`config.mk`:
```
export PLATFORM = sky130hd
export DESIGN_NAME = wb_stage
export DESIGN_NICKNAME = d
export VERILOG_FILES = /design/src/rtl/wb_stage.sv
export SDC_FILE = /design/constraint.sdc
export NUM_CORES = 1
export LEC_CHECK = 0
export BUFFER_PORTS_ARGS = -buffer_cell sky130_fd_sc_hd__buf_2
export CAP_MARGIN = 40
export CORE_MARGIN = 3
export CORE_UTILIZATION = 50
export CTS_CLUSTER_SIZE = 28
export DETAILED_ROUTE_END_ITERATION = 12
export GPL_TIMING_DRIVEN = 0
export PLACE_DENSITY_LB_ADDON = 0.3
export SLEW_MARGIN = 0
export SYNTH_ARGS = -nofsm -noshare
export SYNTH_HDL_FRONTEND = slang
export SYNTH_SLANG_ARGS = --single-unit
```
`constraint.sdc`:
```
create_clock -name clk -period 11.6 [get_ports clk]
set_input_delay 0.58 -clock clk [delete_from_list [all_inputs] [get_ports clk]]
set_output_delay 0.58 -clock clk [all_outputs]
set_load 0.02 [all_outputs]
```
`src/rtl/wb_stage.sv`:
```
// wb_stage: 2-entry retire FIFO with load extraction, commit to regfile, retire counter and ebreak halt
module wb_stage #(
  parameter int XLEN = 64
) (
  input  logic            clk,
  input  logic            rst,
  input  logic            mem_valid_i,
  output logic            mem_ready_o,
  input  logic [XLEN-1:0] mem_pc_i,
  input  logic [31:0]     mem_instr_i,
  input  logic [XLEN-1:0] mem_alu_i,
  input  logic [XLEN-1:0] mem_rdata_i,
  input  logic            mem_is_load_i,
  input  logic [2:0]      mem_funct3_i,
  input  logic [4:0]      mem_rdid_i,
  input  logic            mem_wren_i,
  input  logic            wb_stall_i,
  output logic [XLEN-1:0] wb_data_o,
  output logic [4:0]      wb_rdid_o,
  output logic            wb_wren_o,
  output logic [XLEN-1:0] pc_wb_o,
  output logic            wb_valid_o,
  output logic            ebreak_o,
  output logic [63:0]     retire_cnt_o
);
  localparam logic [31:0] EBREAK = 32'h00100073;
  logic [XLEN-1:0] pc_q [2];
  logic [XLEN-1:0] res_q [2];
  logic [31:0]     ins_q [2];
  logic [4:0]      rd_q [2];
  logic            wr_q [2];
  logic [1:0]      count;
  logic            wptr, rptr, halted;
  logic [XLEN-1:0] sh, ld, res;
  logic            push, pop, head_eb;
  assign mem_ready_o = ~rst & (count != 2'd2) & ~halted;
  assign push = mem_valid_i & mem_ready_o;
  assign pop = (count != 2'd0) & ~wb_stall_i & ~halted;
  assign head_eb = ins_q[rptr] == EBREAK;
  assign sh = mem_rdata_i >> {mem_alu_i[2:0], 3'b000};
  always_comb begin
    ld = mem_funct3_i == 3'b000 ? {{(XLEN-8){sh[7]}}, sh[7:0]} :
         mem_funct3_i == 3'b001 ? {{(XLEN-16){sh[15]}}, sh[15:0]} :
         mem_funct3_i == 3'b010 ? {{(XLEN-32){sh[31]}}, sh[31:0]} :
         mem_funct3_i == 3'b011 ? sh :
         mem_funct3_i == 3'b100 ? {{(XLEN-8){1'b0}}, sh[7:0]} :
         mem_funct3_i == 3'b101 ? {{(XLEN-16){1'b0}}, sh[15:0]} :
         mem_funct3_i == 3'b110 ? {{(XLEN-32){1'b0}}, sh[31:0]} : '0;
    res = mem_is_load_i ? ld : mem_alu_i;
  end
  always_ff @(posedge clk) begin
    if (rst) begin
      count        <= '0;
      wptr         <= 1'b0;
      rptr         <= 1'b0;
      halted       <= 1'b0;
      retire_cnt_o <= '0;
      wb_valid_o   <= 1'b0;
      wb_wren_o    <= 1'b0;
      ebreak_o     <= 1'b0;
      wb_data_o    <= '0;
      wb_rdid_o    <= '0;
      pc_wb_o      <= '0;
    end else begin
      if (push) begin
        pc_q[wptr]  <= mem_pc_i;
        res_q[wptr] <= res;
        ins_q[wptr] <= mem_instr_i;
        rd_q[wptr]  <= mem_rdid_i;
        wr_q[wptr]  <= mem_wren_i;
        wptr        <= ~wptr;
      end
      if (pop) begin
        rptr      <= ~rptr;
        wb_data_o <= res_q[rptr];
        wb_rdid_o <= rd_q[rptr];
        pc_wb_o   <= pc_q[rptr];
      end
      wb_valid_o   <= pop;
      wb_wren_o    <= pop & wr_q[rptr] & (|rd_q[rptr]);
      ebreak_o     <= pop & head_eb;
      halted       <= halted | (pop & head_eb);
      retire_cnt_o <= retire_cnt_o + 64'(pop);
      count        <= count + 2'(push) - 2'(pop);
    end
  end
endmodule

```
==> results of run 1 <==
-- path summary, 6_finish.rpt --
path | end | slack (ns) | from | cells past startpoint
worst max-delay path | retire_cnt_o[58] | 7.74 | count[1] | 11
worst min-delay path | pc_q[0][57] | 0.17 | mem_pc_i[57] | 1
worst max register to register | retire_cnt_o[58] | 7.74 | count[1] | 11
worst min register to register | wb_data_o[44] | 0.50 | wb_data_o[44] | 2
-- stage by stage --
step                      total power [mW]  hold slack [ns]
after floorplan                       3.09            0.464
after global placement                3.50            0.470
after detailed placement              3.52            0.481
after CTS                             5.26            0.128
after global routing                  5.44            0.136
final                                 5.23            0.169
-- flip-flops by register name, indices dropped and copies added, names as in the netlist, 5 cells and up, named ones only --
| register | cells |
|---|---|
| pc_q | 128 |
| res_q | 128 |
| ins_q | 64 |
| pc_wb_o | 64 |
| retire_cnt_o | 64 |
| wb_data_o | 64 |
| rd_q | 10 |
| wb_rdid_o | 5 |
-- cells in the final DEF (no fill, tap or decap), types with 20 or more instances in the layout --
master and count:
a211oi_1 154, a21oi_1 50, buf_2 450, clkbuf_1 105, clkbuf_16 55, dfxtp_1 206, edfxtp_1 332, inv_1 30
mux2i_1 182, nand2_1 60, nand3_1 25, nand4_1 28, nor2_1 231, nor2b_1 26, o21ai_0 29, o22a_1 40
xnor2_1 20
-- cells by family after synthesis --
| logic type | count (synthesis) | share of synthesized area (%) |
|---|---|---|
| DFF | 538 | 64.3 |
| muxes | 198 | 9.70 |
| buffers and inverters | 146 | 2.81 |
| adders and majority gates | 4 | 0.228 |
| and+or+nand+nor | 473 | 10.5 |
| AOI/OAI and AO/OA | 332 | 10.9 |
| xor gates and xnor gates | 39 | 1.56 |
-- worst max-delay path, stage by stage, from the launching register on --
cell and delay (ns):
dfxtp_1 0.37, nor2_1 0.07, nor3_1 0.46, clkbuf_1 0.18, clkbuf_1 0.52, ha_1 0.32, ha_1 0.21, and4_1 0.31
nand4_1 0.33, nor3_1 0.65, nand4b_1 0.17, a21oi_1 0.18
-- area by class of cell --
cell class | instances | area, sq um | area share, %
clock buffer | 75 | 1500 | 5.56
multi-input combinational | 1046 | 7220 | 26.7
clock inverter | 29 | 288 | 1.07
inverter | 30 | 113 | 0.417
timing repair buffer | 451 | 2530 | 9.39
antenna | 7 | 17.5 | 0.0649
sequential | 538 | 14100 | 52.2
buffer | 116 | 504 | 1.87
tap | 585 | 732 | 2.71
-- power by group --
group / switching (mW) / total (mW) / internal (mW)
clock: 0.728 / 1.75 / 1.02
combinational: 0.739 / 1.14 / 0.402
sequential: 0.0863 / 2.34 / 2.26
total: 1.55 / 5.23 / 3.68
-- layer usage --
layer  wire, microns  track usage (%)  vias up  share of wire, %
li1                -                -     7585                 -
met1           26100             34.1     8069                40
met2           31100             44.7      706                48
met3            4840             5.90      134               7.4
met4            3000             12.4        4               4.6
met5              24                0        -             0.037
==> impl_metrics.yaml, run 1 <==
route:
  detail_route.first_pass.iterations: 6
  drtIter0Drc: 1267
  via_per_inst: 5.73
  detail_route.wl_per_cell_microns: 22.6
  drcViolationCount: 0
  wl_mm: 65.0
  antenna_left: 0
  num_vias: 16500
global_routing:
  antenna_found_initial: 7
  grt_max_degree: 30
  grt.total_usage_pct: 27.0
  grt-ovfl-total: 0
  grt_pass1_wl_mm: 96.1
  grt_pass1_vias: 16400
timing:
  rsz0062_at_grt: "false"
  fmax_ghz: 0.259
  finalHoldViolCount: 0
  layout_setup_ws_ns: 7.74
  setup_viol: 0
  layout_min_cycle_time_ns: 3.86
  slew_viol_final: 0
  skew_ns: 0.0155
  max_slew.worst_pin.slew_ns: 0.842
  fin_setup_tns_ns: 0
  period_share_pct: 33.3
  slew_headroom_pct: 43.9
worst_setup_path:
  crit_arrival_ns: 4.38
  crit_type: "flop to flop"
  critPathLaunchType: "flop"
  critPathRequiredTime_ns: 12.12
  crit_path_end_kind: "flop"
  cp_max_fo: 11
outcome:
  status: "complete, no violations"
clocking:
  clockRootBuffer: "clkbuf_16"
  clock_sinks: 538
  post_cts_buffers: 0
  ctsHoldBuffers: 0
  htreeDepth: 2
  clk_pin_slew_ns: 0.06
  cts_buffers: 55
  cts_tree: "done"
  cts_resized: 0
  clk_latency_ns: 0.60
  cts_buffer_depth: 3
synth:
  yosys_warnings: 0
  synth_top_area_cell: "edfxtp_1"
  synthTopCellsByCount: "edfxtp_1, nor2_1, dfxtp_1, mux2i_1, a211oi_1"
  synth_nets: 1972
  ys_types: 58
  synth.area.top_cells: "edfxtp_1, dfxtp_1, mux2i_1"
  synth_cells: 1730
  avgSynthCellArea_sq_um: 12.7
  synth_flop_cell: "edfxtp_1"
  synth-seq-cells: 538
  syn-cell-area_sq_mm: 0.0219
  ys_seq_area_share_pct: 64.3
  synth_top_area_share_pct: 45.5
  async_flop_share_pct: 0
  synth_most_common_cell: "edfxtp_1"
  synth_edf_count: 332
place:
  dp_cells: 2766
  pre_cts_ws_ns: 7.53
  routabilityCongestion: 0.930
  dp_hpwl_mm: 48.7
  placed_area_sq_mm: 0.0252
  portBuffers: 433
floorplanning:
  rows: 76
  coreArea_sq_mm: 0.0432
  chipHeight_microns: 215
  io_pins: 439
  initial_utilization_pct: 50.8
  dieArea_sq_mm: 0.0464
  chipWidth_microns: 215
cells_and_area:
  fillers: 3422
  final_layout_size_suffix_gt1_share_pct: 25.6
  nNetsFinal: 2480
  fin_util_pct: 62.6
  stdcell_count: 2877
  fin_area_sq_mm: 0.0270
  area_growth_pct: 23.2
power:
  pwr_density_cell_mw_per_mm2: 194
  ir_drop_mv: 0.147
  cellLeakagePower_nw: 10.0
run:
  maxCapViolCount: 0
min_path:
  min_path_type: "input port to flop"
Note: power is estimated with default switching activity, not from simulation.
==> inputs of run 2 (changes only) <==
--- a/config.mk
+++ b/config.mk
@@ -5,6 +5,7 @@
 export SDC_FILE = /design/constraint.sdc
 export NUM_CORES = 1
 export LEC_CHECK = 0
+export ABC_AREA = 1
 export BUFFER_PORTS_ARGS = -buffer_cell sky130_fd_sc_hd__buf_2
 export CAP_MARGIN = 40
 export CORE_MARGIN = 3
==> constraint.sdc (replaced) <==
create_clock -name clk -period 3.6 [get_ports clk]
set_input_delay 0.18 -clock clk [delete_from_list [all_inputs] [get_ports clk]]
set_output_delay 0.18 -clock clk [all_outputs]
set_load 0.02 [all_outputs]
==> impl_metrics.yaml, run 2 <==
timing:
  layout_setup_ws_ns: 0.223
  layout_min_cycle_time_ns: 3.38
  fmax_ghz: 0.296
  holdWs_ns: 0.0432
  slew_headroom_pct: 43.2
  max_slew.worst_pin.slew_ns: 0.852
  setup_viol: 0
  skew_ns: 0.0399
  slew_viol_final: 0
  fin_setup_tns_ns: 0
  period_share_pct: 93.8
  finalHoldViolCount: 0
place:
  portBuffers: 434
  placed_area_sq_mm: 0.0260
  pre_cts_ws_ns: -0.165
  dp_hpwl_mm: 60.8
  routabilityCongestion: 1.00
  dp_cells: 3491
clocking:
  cts_tree: "done"
  clk_latency_ns: 0.63
  htreeDepth: 2
  clockRootBuffer: "clkbuf_16"
  cts_buffers: 55
  clk_pin_slew_ns: 0.06
  cts_buffer_depth: 3
  post_cts_buffers: 0
  clock_sinks: 538
synth:
  ys_types: 40
  syn-cell-area_sq_mm: 0.0228
  synth_most_common_cell: "nand2_1"
  synth_cells: 2453
  yosys_warnings: 0
  avgSynthCellArea_sq_um: 9.28
  async_flop_share_pct: 0
  ys_seq_area_share_pct: 61.9
  synthTopCellsByCount: "nand2_1, edfxtp_1, nor2_1, dfxtp_1, o21ai_0"
  synth_edf_count: 332
  synth_top_area_share_pct: 43.8
  synth_top_area_cell: "edfxtp_1"
  synth-seq-cells: 538
  synth_flop_cell: "edfxtp_1"
  synth_nets: 2695
  synth.area.top_cells: "edfxtp_1, dfxtp_1, nand2_1"
route:
  drtIter0Drc: 2213
  wl_mm: 83.2
  detail_route.wl_per_cell_microns: 22.2
  via_per_inst: 5.66
  drcViolationCount: 0
  detail_route.first_pass.iterations: 5
  antenna_left: 0
  num_vias: 21300
worst_setup_path:
  critical-path-max-stage-delay_ns: 0.42
  rr_endpoint: "retire_cnt_o[28]"
  crit_arrival_ns: 3.91
  crit_chain: "nor2_1, nor2_1, nand2_2, inv_6, buf_4, ha_1, ha_1, nand2_2, nor2_4, inv_1, nor2_2, nand2_1, or2_0, a21oi_1"
  critPathLaunchType: "flop"
  rrSetupSlack_ns: 0.22
  cpLargestDelayFamily: "simple AND/OR/NAND/NOR gates"
  cp_max_fo: 15
  r2r_cells: 14
  path_buf_inv: 3
  critPathRequiredTime_ns: 4.14
  crit_slowest_cell: "dfxtp_1"
  crit-reg2reg-launch: "count[1]"
  crit_path_end_kind: "flop"
  crit_type: "flop to flop"
floorplanning:
  dieArea_sq_mm: 0.0481
  chipHeight_microns: 219
  chipWidth_microns: 219
  io_pins: 439
  coreArea_sq_mm: 0.0446
  rows: 77
  initial_utilization_pct: 51.0
power:
  pwr_density_cell_mw_per_mm2: 614
  cellLeakagePower_nw: 11.7
  power_mw: 18.1
  ir_drop_mv: 0.503
cells_and_area:
  final_layout_size_suffix_gt1_share_pct: 20.5
  layout_commonest_cell: "nand2_1"
  area_growth_pct: 29.4
  fillers: 3547
  nNetsFinal: 3355
  stdcell_count: 3753
  top_regs: "pc_q (128), res_q (128)"
  final_cell_mix: "nand2_1, buf_2, edfxtp_1, nor2_1, o21ai_0"
  fin_area_sq_mm: 0.0294
  fin_util_pct: 66.0
global_routing:
  grt.total_usage_pct: 33.9
  grt_max_degree: 31
  grt_pass1_vias: 21000
  antenna_found_initial: 3
  grt_pass1_wl_mm: 123
  grt-ovfl-total: 0
min_path:
  hold_end: "res_q[0][43]"
  min_path_type: "input port to flop"
  hold_start: "mem_alu_i[43]"
  whs_path_depth: 3
run:
  maxCapViolCount: 0
outcome:
  status: "complete, no violations"
==> run 2: changes by cell type after synthesis, moves of 26 or more <==
cell      previous run  this run
mux2i_1            182         3
a211oi_1           154         3
nor2_2               0        26
buf_2               16        44
o21ai_0             29       206
nand3_1             25       129
nor2b_1             26         0
nor2_1             233       299
inv_1               30        83
a31oi_1              8       129
o22a_1              40         0
nand2_1             60       692
a21oi_1             50        89
==> run 2: what timing repair did <==
item                                    4_1_cts  5_1_grt
hold buffers                                158        0
gates resized for setup                       1        4
hold endpoints to repair                    314        0
endpoints found under the setup margin        9        9
==> run 2: worst max-delay path by stage <==
stage / start / end / slack (ns) / cells after the start
after CTS: count[1] / retire_cnt_o[28] / 0.002 / 14
after global routing: count[1] / retire_cnt_o[60] / -0.01 / 14
after detailed placement: count[1] / retire_cnt_o[28] / -0.16 / 15
after global placement: count[0] / pc_q[1][28] / -1.47 / 4
after floorplan: count[0] / ins_q[1][0] / -0.24 / 4
final: count[1] / retire_cnt_o[28] / 0.22 / 14
==> run 2: layout make-up <==
| cell class | instances | area (sq um) | share of cell area [%] |
|---|---|---|---|
| diodes | 2 | 5.00 | 0.0170 |
| repair buffers | 604 | 4010 | 13.6 |
| clock inverters | 37 | 433 | 1.47 |
| flip-flops and latches | 538 | 14100 | 47.9 |
| multi-input cells | 1685 | 7690 | 26.1 |
| plain buffers | 141 | 672 | 2.28 |
| inverters | 88 | 338 | 1.15 |
| clock buffers | 66 | 1460 | 4.96 |
| well taps | 592 | 741 | 2.52 |
==> run 2: worst reg2reg max path: stages (launching register included) <==
cell and delay, ns:
dfxtp_1 0.42, nor2_1 0.08, nor2_1 0.15, nand2_2 0.22, inv_6 0.23, buf_4 0.25
ha_1 0.34, ha_1 0.35, nand2_2 0.11, nor2_4 0.22, inv_1 0.12, nor2_2 0.28
nand2_1 0.16, or2_0 0.23, a21oi_1 0.13
==> run 2: cells by family after synthesis <==
| family | Yosys count | synth area share (%) |
|---|---|---|
| AOI/OAI and AO/OA | 457 | 11.1 |
| adders and majority gates | 4 | 0.220 |
| and+or+nand+nor | 1213 | 21.9 |
| buffers and inverters | 230 | 4.43 |
| muxes | 3 | 0.132 |
| DFF | 538 | 61.9 |
| xor gates and xnor gates | 8 | 0.308 |
==> run 2: where the power goes <==
part / switching [mW] / internal (mW)
combinational: 3.05 / 1.27
clock: 2.50 / 3.48
sequential: 0.377 / 7.42
==> run 2: routing by layer <==
| metal | track usage (%) | wire, microns | up-vias |
|---|---|---|---|
| met1 | 42.4 | 31800 | 10200 |
| met2 | 57.0 | 40000 | 1141 |
| met5 | 0 | 13 | - |
| li1 | - | - | 9735 |
| met4 | 16.6 | 4610 | 2 |
| met3 | 5.62 | 6710 | 207 |
